`config.mk`:
```
export PLATFORM = sky130hd
export DESIGN_NAME = u8_word_packer
export DESIGN_NICKNAME = d
export VERILOG_FILES = /design/src/rtl/u8_pack_pkg.sv /design/src/rtl/u8_pack_fifo.sv /design/src/rtl/u8_word_packer.sv
export SDC_FILE = /design/constraint.sdc
export NUM_CORES = 1
export LEC_CHECK = 0
export ABC_AREA = 1
export BUFFER_PORTS_ARGS = -buffer_cell sky130_fd_sc_hd__buf_2
export CELL_PAD_IN_SITES_DETAIL_PLACEMENT = 1
export CELL_PAD_IN_SITES_GLOBAL_PLACEMENT = 1
export CORE_UTILIZATION = 47
export CTS_CLUSTER_SIZE = 14
export DETAILED_ROUTE_END_ITERATION = 7
export GPL_ROUTABILITY_DRIVEN = 0
export PLACE_DENSITY = 0.8
export SYNTH_ARGS = -nofsm -noshare
export SYNTH_HDL_FRONTEND = slang
export SYNTH_SLANG_ARGS = --single-unit
```
`constraint.sdc`:
```
create_clock -name clk_i -period 3.7 [get_ports clk_i]
set_input_delay 0.74 -clock clk_i [delete_from_list [all_inputs] [get_ports clk_i]]
set_output_delay 0.74 -clock clk_i [all_outputs]
set_load 0.005 [all_outputs]
```
`src/rtl/u8_pack_pkg.sv`:
```
// Shared types for the byte-to-word packer: lane geometry, the FIFO entry
// layout and the lane-enable helper.
package u8_pack_pkg;

  localparam int LANES      = 4;
  localparam int WORD_WIDTH = 32;

  typedef logic [WORD_WIDTH-1:0] word_t;
  typedef logic [LANES-1:0]      keep_t;

  typedef struct packed {
    word_t word;
    keep_t keep;
    logic  last;
  } pack_entry_t;

  // Lanes 0..cnt are populated when a word closes with the byte in lane cnt.
  function automatic keep_t keep_mask(input logic [1:0] cnt);
    keep_t m;
    m = '0;
    for (int i = 0; i < LANES; i++) begin
      m[i] = (i <= int'(cnt));
    end
    return m;
  endfunction

endpackage

```
`src/rtl/u8_pack_fifo.sv`:
```
// Show-ahead synchronous FIFO of packed entries. Occupancy is tracked in a
// level counter so full/empty never depend on pointer comparison.
module u8_pack_fifo
  import u8_pack_pkg::*;
#(
  parameter  int DEPTH       = 4,
  localparam int LEVEL_WIDTH = $clog2(DEPTH + 1),
  localparam int PTR_WIDTH   = $clog2(DEPTH)
) (
  input  logic                   clk_i,
  input  logic                   rst_ni,
  input  logic                   push_i,
  input  logic                   pop_i,
  input  pack_entry_t            din_i,
  output pack_entry_t            dout_o,
  output logic                   full_o,
  output logic                   empty_o,
  output logic [LEVEL_WIDTH-1:0] level_o
);

  pack_entry_t            mem [DEPTH];
  logic [PTR_WIDTH-1:0]   wr_ptr_reg;
  logic [PTR_WIDTH-1:0]   rd_ptr_reg;
  logic [LEVEL_WIDTH-1:0] level_reg;
  logic                   do_push;
  logic                   do_pop;

  assign empty_o = (level_reg == '0);
  assign full_o  = (level_reg == LEVEL_WIDTH'(DEPTH));
  assign level_o = level_reg;

  // A full FIFO still takes a word when the head leaves on the same edge.
  assign do_pop  = pop_i && !empty_o;
  assign do_push = push_i && (!full_o || do_pop);

  always_ff @(posedge clk_i or negedge rst_ni) begin
    if (!rst_ni) begin
      wr_ptr_reg <= '0;
      rd_ptr_reg <= '0;
      level_reg  <= '0;
    end else begin
      if (do_push) begin
        wr_ptr_reg <= wr_ptr_reg + PTR_WIDTH'(1);
      end
      if (do_pop) begin
        rd_ptr_reg <= rd_ptr_reg + PTR_WIDTH'(1);
      end
      case ({do_push, do_pop})
        2'b10:   level_reg <= level_reg + LEVEL_WIDTH'(1);
        2'b01:   level_reg <= level_reg - LEVEL_WIDTH'(1);
        default: level_reg <= level_reg;
      endcase
    end
  end

  always_ff @(posedge clk_i) begin
    if (do_push) begin
      mem[wr_ptr_reg] <= din_i;
    end
  end

  // Head is gated by occupancy so reset clears the visible outputs at once.
  assign dout_o = empty_o ? '0 : mem[rd_ptr_reg];

endmodule

```
`src/rtl/u8_word_packer.sv`:
```
// Packs a no-backpressure byte stream into little-endian 32-bit words, closes
// partial words on end-of-line, and flags words lost to a full FIFO.
module u8_word_packer
  import u8_pack_pkg::*;
#(
  parameter  int DEPTH       = 4,
  localparam int LEVEL_WIDTH = $clog2(DEPTH + 1)
) (
  input  logic                   clk_i,
  input  logic                   rst_ni,
  input  logic [7:0]             u8_i,
  input  logic                   valid_i,
  input  logic                   last_i,
  output logic [31:0]            word_o,
  output logic [3:0]             keep_o,
  output logic                   last_o,
  output logic                   valid_o,
  input  logic                   ready_i,
  output logic                   overflow_o,
  output logic [LEVEL_WIDTH-1:0] level_o
);

  logic [1:0]  cnt_reg;
  word_t       staging_reg;
  word_t       merged;
  logic        overflow_reg;
  logic        commit;
  logic        pop;
  logic        fifo_full;
  logic        fifo_empty;
  pack_entry_t commit_entry;
  pack_entry_t head;

  genvar gi;
  generate
    for (gi = 0; gi < LANES; gi++) begin : g_lane
      assign merged[8*gi +: 8] = (valid_i && cnt_reg == 2'(gi)) ? u8_i
                                                                 : staging_reg[8*gi +: 8];
    end
  endgenerate

  assign commit       = valid_i && ((cnt_reg == 2'd3) || last_i);
  assign commit_entry = '{word: merged, keep: keep_mask(cnt_reg), last: last_i};
  assign pop          = valid_o && ready_i;

  always_ff @(posedge clk_i or negedge rst_ni) begin
    if (!rst_ni) begin
      cnt_reg      <= '0;
      staging_reg  <= '0;
      overflow_reg <= 1'b0;
    end else begin
      if (valid_i) begin
        if (commit) begin
          cnt_reg     <= '0;
          staging_reg <= '0;
        end else begin
          cnt_reg     <= cnt_reg + 2'd1;
          staging_reg <= merged;
        end
      end
      // The lane counter restarts even when the word itself is dropped.
      if (commit && fifo_full && !pop) begin
        overflow_reg <= 1'b1;
      end
    end
  end

  u8_pack_fifo #(
    .DEPTH (DEPTH)
  ) u_fifo (
    .clk_i   (clk_i),
    .rst_ni  (rst_ni),
    .push_i  (commit),
    .pop_i   (pop),
    .din_i   (commit_entry),
    .dout_o  (head),
    .full_o  (fifo_full),
    .empty_o (fifo_empty),
    .level_o (level_o)
  );

  assign valid_o    = !fifo_empty;
  assign word_o     = head.word;
  assign keep_o     = head.keep;
  assign last_o     = head.last;
  assign overflow_o = overflow_reg;

endmodule

```
# Word level (Yosys, flattened, before mapping)
# Memory sizes are Yosys's and may differ from the RTL's.
# Index checks and enable logic that the tools add are counted.
totals:
  regBits: 42
  ram_bits: 144
  out_inout_bits: 42
  n_memories: 1
  wordCells: 49
classes:
  n_addsub: 5
  n_lt_le_gt_ge: 3
  n_eq_ne: 6
  reduce_logical: 18
  muxes: 10
mem_list:
  columns: ["name", "words", "word_bits", "read_ports", "rd_ports_with_merged_regs", "wr", "line_no", "source"]
  rows:
  - ["u_fifo.mem", 4, 36, 1, 0, 1, "u8_pack_fifo.sv:21", "pack_entry_t mem [DEPTH];"]
op_table:
  columns: ["cell", "count"]
  rows:
  - ["37-bit 2-to-1 mux", 1]
  - ["32-bit 2-to-1 mux", 1]
  - ["8-bit 2-to-1 mux", 4]
  - ["1-bit logical AND", 10]
  - ["2-bit by 1-bit adder with 2-bit output (second input constant)", 3]
  - ["2-bit equality test (second input constant)", 3]
  - ["3-bit case mux with 2 select lines", 1]
  - ["2-bit by 1-bit equality test with 1-bit output (second input constant)", 2]
  - ["2-bit <= comparator (first input constant)", 2]
  - ["3-bit by 1-bit adder with 3-bit output (second input constant)", 1]
  - ["3-bit equality test (second input constant)", 1]
  - ["1-bit zero test", 3]
  - ["3-bit zero test", 1]
  - ["3-bit by 1-bit subtractor with 3-bit output (second input constant)", 1]
  - ["1-bit by 2-bit <= comparator with 1-bit output (first input constant)", 1]
  - ["2-bit zero test", 1]
  - ["1-bit logical OR", 2]
  - ["1-bit 2-to-1 mux", 2]
  - ["2-bit 2-to-1 mux", 1]
  - ["2-bit nonzero test", 1]

# Depth between registers and ports, before layout
depth:
  word_depth: 8
  mapped_depth: 13
  mapped_depth_nobuf: 12

# Cells and area by module
# A second synthesis with hierarchy kept.
unflattened:
  hier_cells: 767
  hier_area_um2: 8097.8
by_module_without_submodules:
  columns: ["mod", "n_inst", "cells_per_inst", "area_each_um2"]
  rows:
  - ["u8_pack_fifo", 1, 491, 6154.7]
  - ["u8_word_packer", 1, 276, 1943.1]

# Worst setup path before layout
# No wires, ideal clock.
synth_path:
  kind: "input to register"
  from: "input valid_i"
  to: "memory u_fifo.mem[0][0] (netlist name), enable pin"
  arrival_ns: 2.725
  required_ns: 3.271
  setup_ns: 0.429
  setup_slack_ns: 0.546
  path_buffers: 1
  path_stages: 5
  cell_sequence: "buf_6 nand2_1 nand2_4 nand2_2 nor2_1"
synth_via:
  elab_chain_cells: 4
synth_lines:
  columns: ["item", "line_no", "source"]
  rows:
  - ["start, declared", "u8_word_packer.sv:12", "input logic valid_i,"]
  - ["1-bit logical AND", "u8_word_packer.sv:42", "assign commit = valid_i && ((cnt_reg == 2'd3) || last_i);"]
  - ["1-bit logical AND", "u8_pack_fifo.sv:34", "assign do_push = push_i && (!full_o || do_pop);"]
  - ["1-bit 2-to-1 mux", "u8_pack_fifo.sv:57", "if (do_push) begin"]
  - ["1-bit 2-to-1 mux (not written as such)", "u8_pack_fifo.sv:58", "mem[wr_ptr_reg] <= din_i;"]
  - ["end, declared", "u8_pack_fifo.sv:21", null]
# No other way between the ends.

# Final worst setup path
layout_path:
  from: "register u_fifo.level_reg[1] (netlist: u_fifo.level_o[1])"
  to: "output word_o[1]"
layout_via:
  elab_chain_cells: 2
layout_lines:
  columns: ["item", "line_no", "source"]
  rows:
  - ["start, declared", "u8_pack_fifo.sv:24", "logic [LEVEL_WIDTH-1:0] level_reg;"]
  - ["start signal, assigned", "u8_pack_fifo.sv:49", "2'b10: level_reg <= level_reg + LEVEL_WIDTH'(1);"]
  - ["start signal, assigned", "u8_pack_fifo.sv:50", "2'b01: level_reg <= level_reg - LEVEL_WIDTH'(1);"]
  - ["start signal, assigned", "u8_pack_fifo.sv:51", "default: level_reg <= level_reg;"]
  - ["3-bit zero test", "u8_pack_fifo.sv:28", "assign empty_o = (level_reg == '0);"]
  - ["37-bit 2-to-1 mux", "u8_pack_fifo.sv:63", "assign dout_o = empty_o ? '0 : mem[rd_ptr_reg];"]
  - ["end, declared", "u8_word_packer.sv:14", "output logic [31:0] word_o,"]
# No other way between the ends.

==> summary.txt <==
Setup path
  – R2r startpoint: cnt_reg[1]
  – Required time worst endpoint: 2960 ps
  – Worst-path fanout max: 36
  – Critical Path Source: u_fifo.level_o[1]
  – Crit path kind: reg -> out
  – Critical Path End Type: output port
  – CP Launch Type: register
  – Arr. time, crit path: roughly 2200 ps

Global route
  – Initial antenna violation count: 0
  – First-pass GRT wire length: approximately 34 mm
  – Met2 Usage GRT: 0.442
  – Top Usage Layer GRT: met2
  – Largest net degree at the start of global routing: 75
  – GR Layer Usage met1: 0.311
  – Met3 usage: 0.0477
  – Vias in the first global route: 6236
  – GRT Overall Usage: 0.253
  – GRT Residual Overflow: 0

Detailed routing
  – Drt drc: 0
  – Routed WL: 21.4 mm
  – DRT antenna net count: 0
  – Vias/cell: around 5
  – DR vias: 5738
  – Starting DRT DRC Count: 402
  – WL per Instance: 18.9 um
  – 1st-pass router iterations: 4

Logic synthesis
  – Seq/Total Area, Yosys: 0.648
  – Synth area leaders: edfxtp_1 52%, dfrtp_1 13%, inv_1 9.6%, nand2_1 9.1%, nand3_1 5.1%
  – Largest area contributor in the netlist: edfxtp_1
  – Post-synth EDFFs: roughly 140
  – Mapped cell area: 0.00829 mm^2
  – Gate Count Post-Synth: 843
  – Warning count from the yosys run: 0
  – Synth top area share: 0.521
  – #FFs+latches synth: 186
  – Synth cell types: 23
  – Commonest cells in the netlist: 211 x inv_1, 200 x nand2_1, 144 x edfxtp_1, 84 x nand3_1, 43 x a21oi_1
  – Synth Flop Type: edfxtp_1
  – Asr flop ratio synth: 0.226
  – Mean Syn Cell Area: 9.84 um^2
  – Most frequent cell after synthesis: inv_1
  – Synth Net Count: around 870

CTS
  – TritonCTS Buffers: 17
  – PostCTS Resize Cnt: 0
  – Worst-Skew Late Latency: 430 ps
  – CTS Sinks: approximately 190
  – Worst-path clk slew: 60 ps
  – CTS tree: done
  – H-tree Lvls: 4
  – Clock Path Buffers: 2
  – Hold-fix buffers at CTS: 0
  – Clk root buf: clkbuf_16
  – Post-CTS setup buffer count: 0

STA
  – Fmax: between 0.3 and 0.4 GHz
  – Fin. max-slew vios: 0
  – Worst hold slack: 493 ps
  – Tcrit/Tclk final: 0.795
  – Max-Slew Margin vs Limit: 0.297
  – Layout Skew: around 7.4 ps
  – Period minus WS final: roughly 2900 ps
  – RSZ-0062 raised after global routing: no
  – Worst Slack Setup Final: about 760 ps
  – Final Hold Viols: 0
  – Least-Margin Pin Slew: 1050 ps
  – Setup TNS: 0 ps
  – Final setup viols: 0

Power and ir drop
  – VDD IR-drop max: 0.411 mV
  – Static leakage: 4.53 nW
  – Pwr Density: 795 mW/mm^2

Outcome
  – Outcome: finished, final reports clean

Layout
  – Area of the multi-input gates: around 0.0019 mm^2
  – Utilization after layout: 0.540
  – N_diodes: 0
  – Area Growth Syn to Fin: 12.1%
  – Layout cells sized above 1: 0.114
  – Final non-filler cell area: roughly 0.0093 mm^2
  – Final #Nets: 916
  – FILL cells: 1932
  – Largest register FFs: 144
  – Register area: 0.00538 mm^2

Job
  – Max cap viols: 0

Min path
  – Hold crit path type: in -> async

Die
  – Io pins: between 50 and 60
  – Die ar.: 0.0182 mm^2
  – Die Height: 135 um
  – Starting Density: 0.481
  – Width of the die: 135 um
  – Placeable Area: 0.0172 mm^2
  – Num rows: 48

Place
  – Setup WS pre-CTS: 1120 ps
  – Cell Area, Placed: 0.00876 mm^2
  – Post-DP HPWL: 12.6 mm
  – Port buffer count: 54
[cells in the final DEF (no fill, tap or decap), types with 2 or more instances in the layout]
cell type and instances:
nor2_4 4, o21ai_0 24, buf_2 54, nor2_1 27, inv_1 211, nand3_1 84
ha_1 9, a21oi_1 43, xnor2_1 2, o21ai_1 5, bufinv_16 2, dfrtp_1 41
clkbuf_1 9, clkinv_2 2, inv_2 3, clkbuf_16 17, nand2_4 5, buf_4 10
buf_12 2, nand2_1 200, edfxtp_1 144
[critical path, stage by stage, from the launching register on]
cell and delay (ps):
dfrtp_1 420, nor2_1 150, nand2_1 150, inv_2 640, a21oi_1 200, buf_2 200
[stage by stage]
| stage | std cells | total power [mW] |
|---|---|---|
| after floorplan | 843 | 4.65 |
| after global placement | 1099 | 5.48 |
| after detailed placement | 1099 | 5.64 |
| after CTS | 1130 | 7.44 |
| after global routing | 1130 | 7.82 |
| final | 1130 | 7.40 |
[layer usage]
| metal | vias to the layer above | wire [um] | part of all wire |
|---|---|---|---|
| met5 | - | 0 | 0 |
| met4 | 0 | 464 | 0.022 |
| met3 | 33 | 950 | 0.044 |
| met2 | 138 | 11200 | 0.52 |
| met1 | 2858 | 8780 | 0.41 |
| li1 | 2709 | - | - |
[report_power, final]
| group | total (mW) | internal [mW] | switching (mW) | leakage [nW] |
|---|---|---|---|---|
| sequential | 2.96 | 2.83 | 0.130 | 1.87 |
| clock | 1.75 | 1.01 | 0.738 | 0.263 |
| combinational | 2.69 | 0.847 | 1.85 | 2.39 |
| total | 7.40 | 4.68 | 2.71 | 4.53 |
[layout make-up]
cell class                 count  share of cell area
multi-input combinational    408               0.205
clock buffer                  27              0.0509
sequential                   186               0.578
timing repair buffer          66              0.0414
clock inverter                 4             0.00753
inverter                     214              0.0864
tap                          225              0.0303
[worst paths after layout]
check / cells past startpoint / end / slack, ps
hold reg to reg: 1 / overflow_o / 490
min in group clk_i: 1 / overflow_o / 490
setup / recovery: 5 / word_o[1] / 760
hold / removal: 1 / staging_reg[27] / 490
max in group asynchronous: 1 / u_fifo.rd_ptr_reg[0] / 2490
setup reg to reg: 6 / u_fifo.mem[2][15] / 1320
[cell families after synthesis]
| family | synth area share |
|---|---|
| buffers and inverters | 0.125 |
| adders and majority gates | 0.0160 |
| and+or+nand+nor | 0.164 |
| AOI/OAI and AO/OA | 0.0444 |
| DFF | 0.648 |
| xor gates and xnor gates | 0.00211 |
Note: power is estimated with default switching activity, not from simulation.
